[src/rtl/a2b_pkg.sv]
// a2b_pkg: shared types and constants for the ASCII decimal parser.
//   a2b_state_t : parser FSM states
//   a2b_class_t : character classes produced by ascii_char_class
//   ASCII_*     : character codes recognised by the parser
package a2b_pkg;

  typedef enum logic [2:0] {
    IDLE,
    INT,
    DEC,
    ERR,
    DONE
  } a2b_state_t;

  typedef enum logic [2:0] {
    DIGIT,
    POINT,
    TERM,
    SPACE,
    ILLEGAL
  } a2b_class_t;

  localparam logic [7:0] ASCII_0     = 8'h30;
  localparam logic [7:0] ASCII_9     = 8'h39;
  localparam logic [7:0] ASCII_POINT = 8'h2E;
  localparam logic [7:0] ASCII_LF    = 8'h0A;
  localparam logic [7:0] ASCII_CR    = 8'h0D;
  localparam logic [7:0] ASCII_SPACE = 8'h20;

  // Largest two-digit decimal part.
  localparam int DEC_MAX = 99;

endpackage

[src/rtl/ascii_char_class.sv]
// ascii_char_class: combinational character classifier.
//   in_byte : ASCII character
//   cls     : DIGIT / POINT / TERM (LF or CR) / SPACE / ILLEGAL
//   digit   : numeric value of a digit character, 0 otherwise
module ascii_char_class
  import a2b_pkg::*;
(
  input  logic [7:0] in_byte,
  output a2b_class_t cls,
  output logic [3:0] digit
);

  always_comb begin
    cls   = ILLEGAL;
    digit = 4'd0;
    if (in_byte >= ASCII_0 && in_byte <= ASCII_9) begin
      cls   = DIGIT;
      digit = in_byte[3:0];
    end else if (in_byte == ASCII_POINT) begin
      cls = POINT;
    end else if (in_byte == ASCII_LF || in_byte == ASCII_CR) begin
      cls = TERM;
    end else if (in_byte == ASCII_SPACE) begin
      cls = SPACE;
    end
  end

endmodule

[src/rtl/ascii_to_binary.sv]
// ascii_to_binary: byte-serial ASCII decimal parser ("4095.99\n" -> 4095, 99).
//   clk, rst_n           : clock, asynchronous active-low reset
//   in_valid/in_byte     : input character stream, accepted when in_ready
//   int_part/dec_part    : parsed integer and two-digit decimal part
//   out_err              : parse error flag (int/dec forced to 0)
//   out_valid/out_ready  : result handshake, result held until accepted
// Optional build macro A2B_ROUND_EN: round on the third decimal digit.
//
// state | meaning
// IDLE  | waiting for the first character of a number
// INT   | collecting integer digits
// DEC   | collecting decimal digits
// ERR   | bad input seen, discarding until a terminator
// DONE  | result presented, waiting for out_ready
module ascii_to_binary
  import a2b_pkg::*;
#(
  parameter int INT_W      = 12,
  parameter int DEC_W      = 8,
  parameter int INT_DIGITS = 4,
  parameter int DEC_DIGITS = 2
) (
  input  logic             clk,
  input  logic             rst_n,
  input  logic             in_valid,
  input  logic [7:0]       in_byte,
  output logic             in_ready,
  output logic [INT_W-1:0] int_part,
  output logic [DEC_W-1:0] dec_part,
  output logic             out_err,
  output logic             out_valid,
  input  logic             out_ready
);

  localparam int ICW = $clog2(INT_DIGITS + 1);
  localparam int DCW = $clog2(DEC_DIGITS + 2);
  localparam logic [INT_W+3:0] WIDE_MAX = {4'b0000, {INT_W{1'b1}}};

  a2b_state_t       state, next_state;
  a2b_class_t       cls;
  logic [3:0]       digit;
  logic [INT_W-1:0] acc;
  logic [ICW-1:0]   int_cnt;
  logic [DEC_W-1:0] frac;
  logic [DCW-1:0]   dec_cnt;
  logic             err_flag;
  logic             take;
  logic [INT_W+3:0] acc_wide;
  logic             int_ovf;
  logic [DEC_W-1:0] d_x10;
  logic             bare;
  logic [INT_W-1:0] res_int;
  logic [DEC_W-1:0] res_dec;
  logic             res_err;
`ifdef A2B_ROUND_EN
  logic [3:0]       rnd_digit;
`endif

  ascii_char_class u_class (
    .in_byte (in_byte),
    .cls     (cls),
    .digit   (digit)
  );

  assign take     = in_valid && in_ready;
  // acc*10 + d in a widened word so overflow is seen before truncation.
  assign acc_wide = ({4'b0000, acc} << 3) + ({4'b0000, acc} << 1) + {{INT_W{1'b0}}, digit};
  assign int_ovf  = (acc_wide > WIDE_MAX) || (int_cnt == ICW'(INT_DIGITS));
  assign d_x10    = DEC_W'({digit, 3'b000}) + DEC_W'({digit, 1'b0});
  assign bare     = (int_cnt == '0) && (dec_cnt == '0);

  // State register
  always_ff @(posedge clk or negedge rst_n) begin
    if (!rst_n) state <= IDLE;
    else        state <= next_state;
  end

  // Next-state logic
  always_comb begin
    next_state = state;
    case (state)
      IDLE: if (take) begin
        case (cls)
          DIGIT:   next_state = INT;
          POINT:   next_state = DEC;
          ILLEGAL: next_state = ERR;
          default: next_state = IDLE;
        endcase
      end
      INT: if (take) begin
        case (cls)
          DIGIT:   next_state = int_ovf ? ERR : INT;
          POINT:   next_state = DEC;
          TERM:    next_state = DONE;
          default: next_state = ERR;
        endcase
      end
      // A bare "." reaches DONE directly with err_flag set.
      DEC: if (take) begin
        case (cls)
          DIGIT:   next_state = DEC;
          TERM:    next_state = DONE;
          default: next_state = ERR;
        endcase
      end
      ERR:  if (take && cls == TERM) next_state = DONE;
      DONE: if (out_valid && out_ready) next_state = IDLE;
      default: next_state = IDLE;
    endcase
  end

  // Output logic: handshake and the result to be registered on DONE entry
  always_comb begin
    in_ready = (state != DONE);
    res_err  = err_flag;
    res_int  = acc;
    res_dec  = frac;
`ifdef A2B_ROUND_EN
    if (!err_flag && rnd_digit >= 4'd5) begin
      if (frac == DEC_W'(DEC_MAX)) begin
        res_dec = '0;
        if (acc == {INT_W{1'b1}}) res_err = 1'b1;
        else                      res_int = acc + INT_W'(1);
      end else begin
        res_dec = frac + DEC_W'(1);
      end
    end
`endif
    if (res_err) begin
      res_int = '0;
      res_dec = '0;
    end
  end

  // Accumulators
  always_ff @(posedge clk or negedge rst_n) begin
    if (!rst_n) begin
      acc       <= '0;
      int_cnt   <= '0;
      frac      <= '0;
      dec_cnt   <= '0;
      err_flag  <= 1'b0;
`ifdef A2B_ROUND_EN
      rnd_digit <= '0;
`endif
    end else begin
      case (state)
        IDLE: begin
          acc       <= '0;
          int_cnt   <= '0;
          frac      <= '0;
          dec_cnt   <= '0;
          err_flag  <= (next_state == ERR);
`ifdef A2B_ROUND_EN
          rnd_digit <= '0;
`endif
          if (take && cls == DIGIT) begin
            acc     <= INT_W'(digit);
            int_cnt <= ICW'(1);
          end
        end
        INT: if (take) begin
          if (next_state == ERR) begin
            err_flag <= 1'b1;
          end else if (cls == DIGIT) begin
            acc     <= acc_wide[INT_W-1:0];
            int_cnt <= int_cnt + ICW'(1);
          end
        end
        DEC: if (take) begin
          if (cls == DIGIT) begin
            if (dec_cnt == DCW'(0))      frac <= d_x10;
            else if (dec_cnt == DCW'(1)) frac <= frac + DEC_W'(digit);
`ifdef A2B_ROUND_EN
            else if (dec_cnt == DCW'(DEC_DIGITS)) rnd_digit <= digit;
`endif
            if (dec_cnt != DCW'(DEC_DIGITS + 1)) dec_cnt <= dec_cnt + DCW'(1);
          end else if (cls == TERM) begin
            if (bare) err_flag <= 1'b1;
          end else begin
            err_flag <= 1'b1;
          end
        end
        default: ;
      endcase
    end
  end

  // Result registers: loaded on the first DONE cycle, held until accepted
  always_ff @(posedge clk or negedge rst_n) begin
    if (!rst_n) begin
      out_valid <= 1'b0;
      int_part  <= '0;
      dec_part  <= '0;
      out_err   <= 1'b0;
    end else if (state == DONE && !out_valid) begin
      out_valid <= 1'b1;
      int_part  <= res_int;
      dec_part  <= res_dec;
      out_err   <= res_err;
    end else if (out_valid && out_ready) begin
      out_valid <= 1'b0;
    end
  end

endmodule

[config.mk]
export PLATFORM = sky130hd
export DESIGN_NAME = ascii_to_binary
export DESIGN_NICKNAME = d
export VERILOG_FILES = /design/src/rtl/a2b_pkg.sv /design/src/rtl/ascii_char_class.sv /design/src/rtl/ascii_to_binary.sv
export SDC_FILE = /design/constraint.sdc
export NUM_CORES = 1
export LEC_CHECK = 0
export CAP_MARGIN = 10
export CORE_MARGIN = 5
export CORE_UTILIZATION = 35
export DETAILED_ROUTE_END_ITERATION = 7
export GPL_ROUTABILITY_DRIVEN = 0
export PLACE_DENSITY = 0.61
export SLEW_MARGIN = 20
export SYNTH_ARGS = -nofsm -noshare
export SYNTH_HDL_FRONTEND = slang
export SYNTH_HIERARCHICAL = 1
export SYNTH_SLANG_ARGS = --single-unit
export TNS_END_PERCENT = 20
[constraint.sdc]
create_clock -name clk -period 3.4 [get_ports clk]
set_input_delay 0.51 -clock clk [delete_from_list [all_inputs] [get_ports clk]]
set_output_delay 0.51 -clock clk [all_outputs]
set_load 0.005 [all_outputs]
==> insert_results.sql <==
INSERT INTO impl_metrics (metric_group, metric, value, unit) VALUES
('run_status', 'run_status', 'finished with violations', ''),
('run_status', 'violations_in_the_final_reports', 'setup timing', ''),
('worst_setup_path', 'reg2reg_setup_slack', '0.29', 'ns'),
('synthesis', 'dominantRegCellSynth', 'sky130_fd_sc_hd__dfrtp_1', ''),
('worst_setup_path', 'worst_path_max_delay_cell', 'sky130_fd_sc_hd__fa_1', ''),
('synthesis', 'post-synth-top-area-fraction', '33.81', '%'),
('synthesis', 'synth_top_cells_by_area', 'sky130_fd_sc_hd__dfrtp_1 (34%), sky130_fd_sc_hd__ha_1 (11%), sky130_fd_sc_hd__o21ai_0 (4.9%)', ''),
('worst_setup_path', 'cp.buffers_inverters', '4', ''),
('sta', 'tightestPinTransition', '0.8212', 'ns'),
('drt', 'number_of_optimization_iterations_in_the_first_detailed_route_pass', '4', ''),
('placement', 'place.detailed.instances', '607', ''),
('power', 'seq_power_share', '48.6', '%'),
('final_layout', 'filler_cell_count', '1056', ''),
('clocking', 'worstSkewPairLatency', '0.30', 'ns'),
('sta', 'final-setup-viol-count', '8', ''),
('floorplanning', 'die_width', '113.9', 'um'),
('sta', 'final_hold_violations', '0', ''),
('sta', 'final.min_clock_period', '3.427', 'ns'),
('grt', 'pin_count_of_the_biggest_net_entering_global_routing', '43', ''),
('synthesis', 'synth.avg_cell_area', '9.052', 'um^2'),
('clocking', 'clock_slew_at_reported_path_ffs', '0.11', 'ns'),
('drt', 'drt-vias-per-instance', '5.117', ''),
('floorplanning', 'die-area', '0.01296', 'mm^2'),
('synthesis', 'syn_inst', '417', ''),
('clocking', 'clock_tree.htree_level_count', '2', ''),
('synthesis', 'synth-edff-count', '0', ''),
('drt', 'dr_total_vias', '3193', ''),
('grt', 'first_global_vias', '3139', ''),
('worst_setup_path', 'worst_path_most_repeated_cell', 'sky130_fd_sc_hd__buf_6', ''),
('clocking', 'cts_bufs_inserted', '5', ''),
('final_layout', 'drive_above_1_share', '19.63', '%'),
('power', 'clock_power_share', '26.8', '%'),
('power', 'combinational_fraction_of_design_power', '24.6', '%'),
('sta', 'setup_tns', '-0.1462', 'ns'),
('grt', 'globalRouteTotalUtil', '14.01', '%'),
('power', 'worst_ir_drop_on_vdd', '0.1713', 'mV'),
('final_layout', 'design.final.nets', '533', ''),
('drt', 'drtAntennaViolNets', '0', ''),
('synthesis', 'yosysMostFrequentCell', 'sky130_fd_sc_hd__dfrtp_1', ''),
('flow_run', 'cap_viol_max_count', '0', ''),
('power', 'power.leakage', '2.232', 'nW'),
('sta', 'grt_setup_unrepaired', 'yes', ''),
('grt', 'grt_first_pass_wirelength', '15.05', 'mm'),
('sta', 'post-route-worst-setup-slack', '-0.02710', 'ns'),
('drt', 'wl_per_cell', '14.31', 'um'),
('sta', 'relSlewSlack', '45.25', '%'),
('final_layout', 'final_instance_count_excl_fillers', '624', ''),
('synthesis', 'synth_commonest_cells', 'sky130_fd_sc_hd__dfrtp_1 (51), sky130_fd_sc_hd__nand2_1 (45), sky130_fd_sc_hd__o21ai_0 (37)', ''),
('worst_setup_path', 'sort_of_element_at_the_end_of_the_critical_path', 'flop', ''),
('power', 'power_per_cell_area', '306.5', 'mW/mm^2'),
('grt', 'antenna_found_initial', '0', ''),
('final_layout', 'final_core_utilization', '43.92', '%'),
('power', 'net_switching_power_of_the_design', '0.0004700', 'W'),
('placement', 'place.detailed.hpwl', '6.718', 'mm'),
('sta', 'fin_skew', '0.01322', 'ns'),
('worst_setup_path', 'cp_top_family', 'simple AND/OR/NAND/NOR gates', ''),
('final_layout', 'syn2layout_area_growth', '24.46', '%'),
('synthesis', 'cell_area_after_synthesis', '0.003775', 'mm^2'),
('placement', 'place_ws', '-0.6930', 'ns'),
('worst_setup_path', 'worst_ep_arrival_time', '3.62', 'ns'),
('synthesis', 'synth.largest_area_cell', 'sky130_fd_sc_hd__dfrtp_1', ''),
('synthesis', 'synth-seq-area-share', '33.81', '%'),
('sta', 'fmaxAchievable', '291.8', 'MHz'),
('worst_setup_path', 'worst_r2r_path_depth', '12', ''),
('worst_setup_path', 'cp-start-kind', 'input port', ''),
('floorplanning', 'fp-row-count', '38', ''),
('worst_setup_path', 'delay_of_the_slowest_critical_path_stage', '0.48', 'ns'),
('synthesis', 'synth_cell_types', '58', ''),
('sta', 'post-route-period-util', '100.8', '%'),
('worst_setup_path', 'critical_path.max_fanout', '6', ''),
('synthesis', 'asyncSetResetFlopFracSynth', '100.0', '%');
[layout make-up]
type,instances,area share [%]
Clock buffer,6,1.758
Timing Repair Buffer,75,14.57
Multi-Input combinational cell,332,51.00
Inverter,18,1.438
Tap cell,140,3.728
Clock inverter,2,0.3462
Sequential cell,51,27.16
[registers in the layout (all words and copies together), names as in the netlist]
| name | count |
|---|---|
| acc | 12 |
| dec_part | 8 |
| int_part | 12 |
| dec_cnt | 2 |
| frac | 8 |
| err_flag | 1 |
| state | 3 |
| out_valid | 1 |
| out_err | 1 |
| int_cnt | 3 |
[power by group through the flow]
stage	combinational [W]	clock (W)	sequential, W
final	0.000355	0.000386	0.000699
after global routing	0.000399	0.000431	0.000711
after floorplan	0.000277	0	0.000667
after global placement	0.000336	0	0.000713
after CTS	0.000350	0.000402	0.000703
after detailed placement	0.000348	0	0.000715
[routing by layer]
| metal | track usage, % | wire length (um) |
|---|---|---|
| met5 | 0 | 0 |
| met3 | 2.175 | 294 |
| met1 | 18.93 | 4251 |
| met4 | 3.642 | 127 |
| met2 | 23.48 | 4259 |
[layout by cell type, fill, tap and decap left out, types with 7 or more instances in the layout]
cell,instances
sky130_fd_sc_hd__dfrtp_1,51
sky130_fd_sc_hd__nand2_1,45
sky130_fd_sc_hd__o21ai_0,35
sky130_fd_sc_hd__buf_4,35
sky130_fd_sc_hd__ha_1,33
sky130_fd_sc_hd__nor2_1,32
sky130_fd_sc_hd__a21oi_1,28
sky130_fd_sc_hd__clkdlybuf4s50_1,25
sky130_fd_sc_hd__nand2b_1,23
sky130_fd_sc_hd__inv_1,17
sky130_fd_sc_hd__a21o_1,9
sky130_fd_sc_hd__mux2_4,9
sky130_fd_sc_hd__nand3_1,8
sky130_fd_sc_hd__nor3_1,8
sky130_fd_sc_hd__buf_6,8
sky130_fd_sc_hd__o31ai_1,7
[worst max-delay path by stage]
stage | to | slack [ns] | depth (start not counted) | from
3_3_place_gp | acc[5] | -0.60 | 16 | in_byte[7]
4_1_cts | acc[8] | -0.1 | 16 | in_byte[2]
3_5_place_dp | acc[4] | -0.69 | 16 | in_byte[7]
2_1_floorplan | acc[10] | -0.1 | 14 | in_byte[1]
5_1_grt | acc[4] | -0.13 | 16 | in_byte[1]
6_report | acc[2] | -0.03 | 16 | in_byte[7]
[through the flow]
stage / total power (W) / area (um^2) / hold slack [ns]
after floorplan: 0.0009441 / 3815 / 0.2144
after global placement: 0.001050 / 4477 / 0.4609
after detailed placement: 0.001064 / 4477 / 0.4707
after CTS: 0.001454 / 4637 / 0.3140
after global routing: 0.001541 / 4698 / 0.3592
final: 0.001440 / 4698 / 0.2786
[what timing repair did]
action | CTS | global route
pin swaps | 13 | 13
setup endpoints to repair | 17 | 15
hold buffers | 0 | 0
gates resized for setup | 35 | 8
hold endpoints to repair | 0 | 0
gates cloned | 1 | 0
setup buffers | 4 | 4
[cells by family after synthesis]
group / synth area share (%)
mux: 5.767
compound gates: 19.89
fa+ha+maj: 13.39
flops: 33.81
xor+xnor: 1.856
buf+inv: 4.475
simple gates: 20.82
(Power assumes the default switching activity.)
